==> src/rtl/load_store_unit_pkg.sv <==
// Shared encodings, request payload and legality helper for the load/store unit.
package load_store_unit_pkg;

  localparam int unsigned DATA_W        = 32;
  localparam int unsigned DEPTH_DEFAULT = 256;

  localparam logic [1:0] SIZE_BYTE    = 2'd0;
  localparam logic [1:0] SIZE_HALF    = 2'd1;
  localparam logic [1:0] SIZE_WORD    = 2'd2;
  localparam logic [1:0] SIZE_ILLEGAL = 2'd3;

  typedef struct packed {
    logic [1:0]        size;
    logic              uns;
    logic [DATA_W-1:0] addr;
    logic [DATA_W-1:0] wdata;
  } lsu_req_t;

  // True when the request must be rejected without touching memory.
  function automatic logic req_illegal(input logic [DATA_W-1:0] addr,
                                       input logic [1:0] size,
                                       input int unsigned depth);
    logic bad_align;
    bad_align = ((size == SIZE_HALF) && addr[0]) ||
                ((size == SIZE_WORD) && (addr[1:0] != 2'b00));
    return (size == SIZE_ILLEGAL) || bad_align || (32'(addr[31:2]) >= depth);
  endfunction

endpackage

==> src/rtl/load_store_unit_lane_align.sv <==
// Little-endian lane handling: load extract/extend and store merge into an old word.
module lsu_lane_align
  import load_store_unit_pkg::*;
(
  input  logic [DATA_W-1:0] i_word,
  input  logic [DATA_W-1:0] i_wdata,
  input  logic [1:0]        i_lane,
  input  logic [1:0]        i_size,
  input  logic              i_unsigned,
  output logic [DATA_W-1:0] o_load,
  output logic [DATA_W-1:0] o_merged
);

  logic [7:0]  w_byte;
  logic [15:0] w_half;

  assign w_byte = i_word[{i_lane, 3'b000} +: 8];
  assign w_half = i_word[{i_lane[1], 4'b0000} +: 16];

  always_comb begin
    o_load = i_word;
    case (i_size)
      SIZE_BYTE: o_load = i_unsigned ? {24'd0, w_byte} : {{24{w_byte[7]}}, w_byte};
      SIZE_HALF: o_load = i_unsigned ? {16'd0, w_half} : {{16{w_half[15]}}, w_half};
      default:   o_load = i_word;
    endcase
  end

  always_comb begin
    o_merged = i_word;
    case (i_size)
      SIZE_BYTE: o_merged[{i_lane, 3'b000} +: 8]     = i_wdata[7:0];
      SIZE_HALF: o_merged[{i_lane[1], 4'b0000} +: 16] = i_wdata[15:0];
      default:   o_merged = i_wdata;
    endcase
  end

endmodule

==> src/rtl/load_store_unit.sv <==
// Byte-addressed load/store front end for a word-wide, 1-cycle-read data memory.
module load_store_unit
  import load_store_unit_pkg::*;
#(
  parameter int unsigned DEPTH = DEPTH_DEFAULT
) (
  input  logic              Clk,
  input  logic              Reset_n,
  input  logic              req_valid,
  output logic              req_ready,
  input  logic              req_write,
  input  logic [1:0]        req_size,
  input  logic              req_unsigned,
  input  logic [DATA_W-1:0] req_addr,
  input  logic [DATA_W-1:0] req_wdata,
  output logic              resp_valid,
  output logic [DATA_W-1:0] resp_rdata,
  output logic              resp_error,
  output logic [DATA_W-1:0] mem_address,
  output logic [DATA_W-1:0] mem_writeData,
  output logic              mem_MemWrite,
  output logic              mem_MemRead,
  input  logic [DATA_W-1:0] mem_ReadData
);

  typedef enum logic [2:0] {
    IDLE, LD_ADDR, LD_DATA, ST_WR, ST_RD, ST_MERGE, ERR
  } state_t;

  state_t            r_state, w_state_next;
  lsu_req_t          r_req;
  logic              r_resp_valid, r_resp_error;
  logic [DATA_W-1:0] r_resp_rdata;
  logic              w_resp_valid_next, w_resp_error_next;
  logic [DATA_W-1:0] w_resp_rdata_next;
  logic              w_accept, w_illegal;
  logic [DATA_W-1:0] w_mem_index, w_load_data, w_merged;

  assign req_ready   = (r_state == IDLE);
  assign w_accept    = req_ready && req_valid;
  assign w_illegal   = req_illegal(req_addr, req_size, DEPTH);
  assign w_mem_index = {2'b00, r_req.addr[31:2]};
  assign resp_valid  = r_resp_valid;
  assign resp_error  = r_resp_error;
  assign resp_rdata  = r_resp_rdata;

  lsu_lane_align u_align (
    .i_word     (mem_ReadData),
    .i_wdata    (r_req.wdata),
    .i_lane     (r_req.addr[1:0]),
    .i_size     (r_req.size),
    .i_unsigned (r_req.uns),
    .o_load     (w_load_data),
    .o_merged   (w_merged)
  );

  always_ff @(posedge Clk or negedge Reset_n) begin
    if (!Reset_n) r_state <= IDLE;
    else          r_state <= w_state_next;
  end

  // Memory strobes are decoded from state so a reset drops them immediately.
  always_comb begin
    w_state_next      = r_state;
    w_resp_valid_next = 1'b0;
    w_resp_error_next = 1'b0;
    w_resp_rdata_next = '0;
    mem_MemRead       = 1'b0;
    mem_MemWrite      = 1'b0;
    mem_address       = '0;
    mem_writeData     = '0;
    case (r_state)
      IDLE: begin
        if (w_accept) begin
          if (w_illegal)                  w_state_next = ERR;
          else if (!req_write)            w_state_next = LD_ADDR;
          else if (req_size == SIZE_WORD) w_state_next = ST_WR;
          else                            w_state_next = ST_RD;
        end
      end
      LD_ADDR: begin
        mem_MemRead  = 1'b1;
        mem_address  = w_mem_index;
        w_state_next = LD_DATA;
      end
      LD_DATA: begin
        w_resp_valid_next = 1'b1;
        w_resp_rdata_next = w_load_data;
        w_state_next      = IDLE;
      end
      ST_WR: begin
        mem_MemWrite      = 1'b1;
        mem_address       = w_mem_index;
        mem_writeData     = r_req.wdata;
        w_resp_valid_next = 1'b1;
        w_state_next      = IDLE;
      end
      ST_RD: begin
        mem_MemRead  = 1'b1;
        mem_address  = w_mem_index;
        w_state_next = ST_MERGE;
      end
      ST_MERGE: begin
        mem_MemWrite      = 1'b1;
        mem_address       = w_mem_index;
        mem_writeData     = w_merged;
        w_resp_valid_next = 1'b1;
        w_state_next      = IDLE;
      end
      ERR: begin
        w_resp_valid_next = 1'b1;
        w_resp_error_next = 1'b1;
        w_state_next      = IDLE;
      end
      default: w_state_next = IDLE;
    endcase
  end

  always_ff @(posedge Clk or negedge Reset_n) begin
    if (!Reset_n) begin
      r_req        <= '0;
      r_resp_valid <= 1'b0;
      r_resp_error <= 1'b0;
      r_resp_rdata <= '0;
    end else begin
      r_resp_valid <= w_resp_valid_next;
      r_resp_error <= w_resp_error_next;
      r_resp_rdata <= w_resp_rdata_next;
      if (w_accept) begin
        r_req <= '{size: req_size, uns: req_unsigned, addr: req_addr, wdata: req_wdata};
      end
    end
  end

endmodule
==> config.mk <==
export PLATFORM = sky130hd
export DESIGN_NAME = load_store_unit
export DESIGN_NICKNAME = d
export VERILOG_FILES = /design/src/rtl/load_store_unit_pkg.sv /design/src/rtl/load_store_unit_lane_align.sv /design/src/rtl/load_store_unit.sv
export SDC_FILE = /design/constraint.sdc
export NUM_CORES = 1
export LEC_CHECK = 0
export ABC_AREA = 0
export BUFFER_PORTS_ARGS = -buffer_cell sky130_fd_sc_hd__buf_2
export CORE_MARGIN = 1.5
export CORE_UTILIZATION = 46
export CTS_CLUSTER_SIZE = 10
export DETAILED_ROUTE_END_ITERATION = 8
export PLACE_DENSITY = 0.75
export REMOVE_ABC_BUFFERS = 1
export SLEW_MARGIN = 25
export SYNTH_ARGS = -nofsm -noshare
export SYNTH_HDL_FRONTEND = slang
export SYNTH_SLANG_ARGS = --single-unit
==> constraint.sdc <==
create_clock -name Clk -period 2.7 [get_ports Clk]
set_clock_uncertainty 0.15 [all_clocks]
set_input_delay 0.54 -clock Clk [delete_from_list [all_inputs] [get_ports Clk]]
set_output_delay 0.54 -clock Clk [all_outputs]
set_load 0.05 [all_outputs]
==> out/metrics.yaml, run 1 <==
detailed_routing:
  ant_nets: 0
  vias_per_cell: 5.79
  firstDrtPassIters: 5
  drc: 0
  wl_mm: 17.4
  wl_per_cell_um: 19.0
  vias: 5307
  dr.first_iter.drc_count: 429
worst_setup_path:
  startpoint_type: "flop"
  path_class: "reg -> out"
  worstPathRequired_ns: 2.01
  r2r_setup_slack_ns: 0.32
  crit_arrival_ns: 2.28
  cp.depth: 8
  slowest_stage: "dfrtp_1"
  crit_chain: "inv_2 > ha_4 > nor4bb_1 > buf_4 > a221o_1 > o221ai_2 > o21ai_1 > buf_6"
  cp_max_fo: 8
  crit_family: "buffers and inverters"
  crit_path_max_incr_delay_ns: 0.40
  path_buf_inv: 3
  end_kind: "output pin"
  reg2reg_depth: 9
global_route:
  grt_max_degree: 44
  antenna_found_initial: 0
  grt_pass1_vias: 5120
  grtUsageTotal_pct: 26.4
  grt_pass1_wl_mm: 26.8
  grt_overflow: 0
cells_and_area:
  multiInputGateArea_mm2: 0.00312
  final.fill_count: 948
  seqCellArea_mm2: 0.00260
  area_delta_synth_final_pct: 38.1
  nNetsFinal: 852
  drive_gt1_share_pct: 50.2
  insertedDiodeCount: 0
  finish.utilization_pct: 65.3
  final-instance-count-excl-fill: 917
power_and_ir_drop:
  power_density_mw_per_mm2: 1350
  ir_worst_vdd_uv: 668
  p_leak_nw: 3.81
yosys:
  synth_top_area_share_pct: 45.6
  ys_types: 53
  synth_edf_count: 0
  synth-seq-cells: 104
  yosys.area.top_type: "dfrtp_1"
  avgSynthCellArea_um2: 10.8
  syn_inst: 528
  async_flop_share_pct: 100
  syn-cell-area_mm2: 0.00571
  ys.flop_type: "dfrtp_1"
  netlist_top_cells_area: "dfrtp_1 (46%), mux2_2 (12%), and2_1 (3.5%)"
  ys_warn_count: 0
  yosysSeqAreaShare_pct: 45.6
placement:
  dp.cells: 889
  gp_congestion: 0.913
  dp_hpwl_mm: 12.7
  port_buffers: 201
clock_network:
  clkLatencyLatePin_ns: 0.34
  cts_buffer_depth: 2
  h-tree-depth: 3
  root_buffer: "clkbuf_16"
  cts_buffers: 9
  cts_tree: "built"
  clkTransAtPathRegs_ns: 0.07
  clock_sinks: 104
floorplanning:
  die-area_mm2: 0.0131
  initial_core_util_pct: 47.3
  die_h_um: 114
  core_area_mm2: 0.0121
  die_w_um: 114
  num_rows: 40
  ios: 204
timing:
  drv_slew: 0
  period_needed_ns: 2.97
  grt_setup_unrepaired: "true"
  hold_violations: 0
  fin_ws_ns: -0.267
  max_freq_ghz: 0.337
  setup_viol: 32
  fin_crit_sh_pct: 110
status:
  outcome: "finished, violations left"
  violations: "negative setup slack"
worst_hold_path:
  hold_class: "in -> reg"
  holdPathStages: 3
flow_run:
  cap_violations: 0
==> layout make-up <==
class	instances	area share [%]
sequential	104	33.0
multi-input combinational	373	39.6
clock buffer	13	3.43
tap	168	2.67
timing repair buffer	247	20.7
clock inverter	3	0.191
inverter	9	0.429
==> per-stage QoR <==
step | hold WS, ns | setup WS, ns | power [mW] | area (um2) | setup TNS (ns)
after floorplan | 0.0944 | -1.97 | 7.05 | 5510 | -96.54
after global placement | 0.273 | 0.0799 | 8.58 | 7020 | 0
after detailed placement | 0.272 | 0.0415 | 8.73 | 7020 | 0
after CTS | 0.255 | -0.154 | 10.4 | 7640 | -1.01
after global routing | 0.262 | -0.313 | 11.2 | 7880 | -6.89
final | 0.258 | -0.267 | 10.7 | 7880 | -4.26
==> path summary, 6_finish.rpt <==
check | from | endpoint
min | req_wdata[0] | r_req[0]
min in group asynchronous | Reset_n | r_req[48]
max in group asynchronous | Reset_n | resp_rdata[19]
max | r_req[33] | mem_writeData[3]
min reg2reg | r_req[36] | r_req[36]
max reg2reg | r_req[33] | resp_rdata[19]
==> layer usage <==
metal / vias to the layer above / GRT usage [%] / part of all wire [%]
met5: - / 0 / 0
met4: 0 / 14.2 / 3.9
met3: 55 / 4.98 / 6.8
met2: 258 / 40.6 / 47
met1: 2621 / 35.5 / 42
li1: 2373 / - / -
==> cells in the mapped netlist, types with 2 or more instances <==
library cell  count
nand2_1          29
and3b_1           2
a22oi_1           7
a221o_1           7
nor2b_1          17
o21ai_0          28
buf_2            12
o2bb2ai_1         8
ha_1              5
mux4_2            7
nor4_1            5
dfrtp_1         104
nand2b_1          6
a31oi_1           2
buf_1             6
and2_1           32
mux2i_1          17
buf_4             5
mux2_2           63
nor2_1           18
a2bb2oi_1        16
nand3_1           2
a21oi_1          30
a32oi_1           8
nand3b_1          2
o22ai_1           8
a21o_1           16
nor3_1           11
o2111ai_1         4
inv_1             8
o221ai_1          4
clkbuf_1         18
==> power breakdown <==
group          total [mW]  switching (mW)  internal [mW]
Sequential           2.81           0.584           2.23
Clock                1.25           0.549          0.697
Combinational        6.62            4.17           2.45
==> cell families after synthesis <==
logic type | synth area share [%]
DFF | 45.6
buffers and inverters | 4.17
muxes | 18.2
xor gates and xnor gates | 0.154
AOI/OAI and AO/OA | 18.1
and+or+nand+nor | 12.7
adders and majority gates | 1.10
other | 0.0657
==> placed cells by master, fill, tap and decap left out, types with 3 or more instances in the layout <==
| cell type | n |
|---|---|
| a2bb2oi_1 | 16 |
| nand2b_1 | 5 |
| a22oi_1 | 7 |
| buf_2 | 168 |
| and2_1 | 32 |
| a221o_1 | 7 |
| o221ai_2 | 4 |
| o22ai_1 | 8 |
| mux2_2 | 63 |
| a21o_1 | 16 |
| mux4_2 | 7 |
| inv_1 | 6 |
| nand2_1 | 28 |
| clkbuf_16 | 9 |
| buf_12 | 4 |
| dfrtp_1 | 103 |
| buf_6 | 32 |
| buf_4 | 39 |
| nor3_1 | 11 |
| a32oi_1 | 8 |
| mux2i_1 | 17 |
| nor2_1 | 18 |
| ha_2 | 3 |
| o2bb2ai_2 | 7 |
| nor4_1 | 5 |
| clkinv_2 | 3 |
| a21oi_4 | 6 |
| o21ai_1 | 14 |
| a21oi_1 | 22 |
| nor2b_1 | 17 |
| o21ai_0 | 8 |
| o21ai_2 | 7 |
| buf_8 | 3 |
| clkbuf_8 | 3 |
==> flip-flops by register name, summed over array words and instances, names as in the netlist <==
name / count
resp_rdata: 32
resp_valid: 1
r_req: 67
r_state: 3
resp_error: 1
==> tightest hold or removal path: cells and delay by family <==
family                 cells  cell delay [ns]
and+or+nand+nor            1             0.04
AOI/OAI and AO/OA          1             0.06
buffers and inverters      1             0.08
==> timing repair <==
| action | 4_1_cts | 5_1_grt |
|---|---|---|
| setup endpoints to repair | 32 | 48 |
| hold buffers | 1 | 0 |
| resized for setup | 94 | 44 |
| gates cloned | 0 | 0 |
| pin swaps | 14 | 27 |
| endpoints found under the hold margin | 14 | 0 |
| setup buffers | 7 | 4 |
(Power assumes the default switching activity.)
==> run 2: changes to the inputs <==
--- a/config.mk
+++ b/config.mk
@@ -8,10 +8,11 @@
 export ABC_AREA = 0
 export BUFFER_PORTS_ARGS = -buffer_cell sky130_fd_sc_hd__buf_2
 export CORE_MARGIN = 1.5
-export CORE_UTILIZATION = 46
+export CORE_UTILIZATION = 47
+export CTS_BUF_LIST = sky130_fd_sc_hd__clkbuf_4
 export CTS_CLUSTER_SIZE = 10
 export DETAILED_ROUTE_END_ITERATION = 8
-export PLACE_DENSITY = 0.75
+export PLACE_DENSITY = 0.76
 export REMOVE_ABC_BUFFERS = 1
 export SLEW_MARGIN = 25
 export SYNTH_ARGS = -nofsm -noshare
==> run 2 against run 1 <==
The run still ends with negative setup slack left. Final area down 0.84%. Maximum frequency shrank 4.0%. Clock-buffer cell count decreased by 3. Clock power fell by 44%. First-iteration DRC count is 22% higher. Worst hold slack worse by 0.14 ns. Sequential power hardly changed. Critical path depth did not move. Die area shrank 2.1%. Global-route usage up 1.7 points. Power down 2.4%. Setup slack worse by 0.12 ns. Largest power group unchanged.
==> out/metrics.yaml, run 2 (synthesis results as in run 1) <==
status:
  outcome: "finished, violations left"
  violations: "negative setup slack"
global_route:
  grt_overflow: 0
  antenna_found_initial: 0
  grt_pass1_vias: 5254
  grtUsageTotal_pct: 28.1
  grt_max_degree: 61
  grt_pass1_wl_mm: 28.0
detailed_routing:
  wl_per_cell_um: 20.2
  firstDrtPassIters: 5
  dr.first_iter.drc_count: 522
  vias_per_cell: 5.94
  ant_nets: 0
  wl_mm: 18.1
  drc: 0
  vias: 5310
timing:
  fin_ws_ns: -0.391
  max_freq_ghz: 0.324
  setup_viol: 32
  grt_setup_unrepaired: "true"
  hold_violations: 0
  fin_crit_sh_pct: 114
  drv_slew: 0
  period_needed_ns: 3.09
  tightest_slew_ns: 0.983
  max_slew_margin_pct: 34.5
  tns_ns: -8.90
  hold_ws_ns: 0.121
worst_setup_path:
  crit_chain: "inv_2 > ha_4 > nor4bb_4 > buf_4 > a221o_1 > o221ai_2 > o21ai_2 > buf_6"
  end_kind: "output pin"
  startpoint_type: "flop"
  path_class: "reg -> out"
  worstPathRequired_ns: 2.01
  slowest_stage: "dfrtp_1"
  cp_max_fo: 5
  crit_arrival_ns: 2.40
  crit_path_max_incr_delay_ns: 0.43
  r2r_setup_slack_ns: 0.27
floorplanning:
  die_h_um: 113
  num_rows: 40
  ios: 204
  initial_core_util_pct: 47.9
  die_w_um: 113
  core_area_mm2: 0.0119
  die-area_mm2: 0.0128
placement:
  dp.cells: 870
  port_buffers: 201
  dp_hpwl_mm: 12.9
  place_area_mm2: 0.00701
  gp_congestion: 0.948
power_and_ir_drop:
  p_sw_share_pct: 51.4
  power_frac_comb_pct: 66.3
  internal_power_mw: 5.06
  power_density_mw_per_mm2: 1330
  p_leak_nw: 3.75
  pwr-share-clk_pct: 6.7
  seqPwrFrac_pct: 27.0
  power_switching_mw: 5.36
  power_mw: 10.4
  ir_worst_vdd_uv: 699
cells_and_area:
  drive_gt1_share_pct: 52.1
  top_register: "r_req"
  final_cell_area_mm2: 0.00781
  nNetsFinal: 851
  seqCellArea_mm2: 0.00261
  final.fill_count: 948
  final-instance-count-excl-fill: 894
  area_delta_synth_final_pct: 36.9
  mostFrequentLayoutCells: "buf_2 (145), dfrtp_1 (101), mux2_2 (63), buf_4 (37)"
  insertedDiodeCount: 0
  largest_register_ffs: 67
  final_common_cell: "buf_2"
  multiInputGateArea_mm2: 0.00319
clock_network:
  cts_buffers: 9
  clkLatencyLatePin_ns: 0.47
  h-tree-depth: 3
  clkTransAtPathRegs_ns: 0.16
  clock_sinks: 104
  cts_tree: "built"
  root_buffer: "clkbuf_4"
  cts_buffer_depth: 2
flow_run:
  cap_violations: 0
worst_hold_path:
  hold_class: "in -> reg"
## run 2: changes by cell type in the layout (fill, tap and decap cells not counted), sizes merged
cell | previous run | this run
buf | 246 | 221
clkbuf | 13 | 33
bufbuf | 0 | 1
clkinv | 4 | 5
clkinvlp | 0 | 1
## run 2: final cells by class
type / instances / area share, %
multi-input cells: 373 / 40.8
flip-flops and latches: 104 / 33.4
repair buffers: 246 / 21.8
well taps: 147 / 2.35
clock buffers: 10 / 0.961
inverters: 9 / 0.464
clock inverters: 5 / 0.320
## run 2: power by group through the flow
stage               Sequential [mW]  Clock, mW  Combinational, mW
floorplan                      3.16          0               3.89
global placement               2.72          0               5.88
CTS                            2.76      0.714               6.52
global route                   2.90      0.770               7.27
detailed placement             2.76          0               6.00
finish                         2.82      0.696               6.91
## run 2: worst paths after layout
kind | from | endpoint | cells after the start
worst max-delay path | r_req[32] | mem_writeData[1] | 8
worst min-delay path | req_wdata[21] | r_req[21] | 2
worst max register to register | r_req[33] | resp_rdata[26] | 6
worst min register to register | r_req[49] | r_req[49] | 1
max in group asynchronous | Reset_n | r_req[16] | 3
min in group asynchronous | Reset_n | resp_rdata[17] | 2
## run 2: routing by layer
layer | GRT usage, % | vias to the layer above | part of all wire (%)
met5 | 0 | - | 0
met4 | 9.58 | 0 | 1.8
met3 | 4.02 | 30 | 6.2
met2 | 45.7 | 243 | 49
met1 | 38.9 | 2665 | 43
li1 | - | 2372 | -
## run 2: metrics by stage
step	utilization, %	setup WS, ns
after detailed placement	58.8	-0.0128
after CTS	63.4	-0.314
final	65.6	-0.391
after floorplan	-	-1.97
after global routing	65.6	-0.476
after global placement	58.8	0.0165
## run 2: timing repair
action / CTS / global route
pin swaps: 25 / 31
gates cloned: 1 / 0
buffers inserted: 6 / 2
hold buffers: 1 / 0
gates resized for setup: 112 / 67
setup endpoints to repair: 32 / 62
endpoints found under the hold margin: 16 / 0
## run 2: critical path, delay by kind of cell, from the launching register on
kind                     cells  cell delay [ns]
AO/OA/AOI/OAI                3             0.45
adder cells (fa/ha/maj)      1             0.23
flip-flops                   1             0.43
buffers and inverters        3             0.51
AND/OR/NAND/NOR              1             0.30
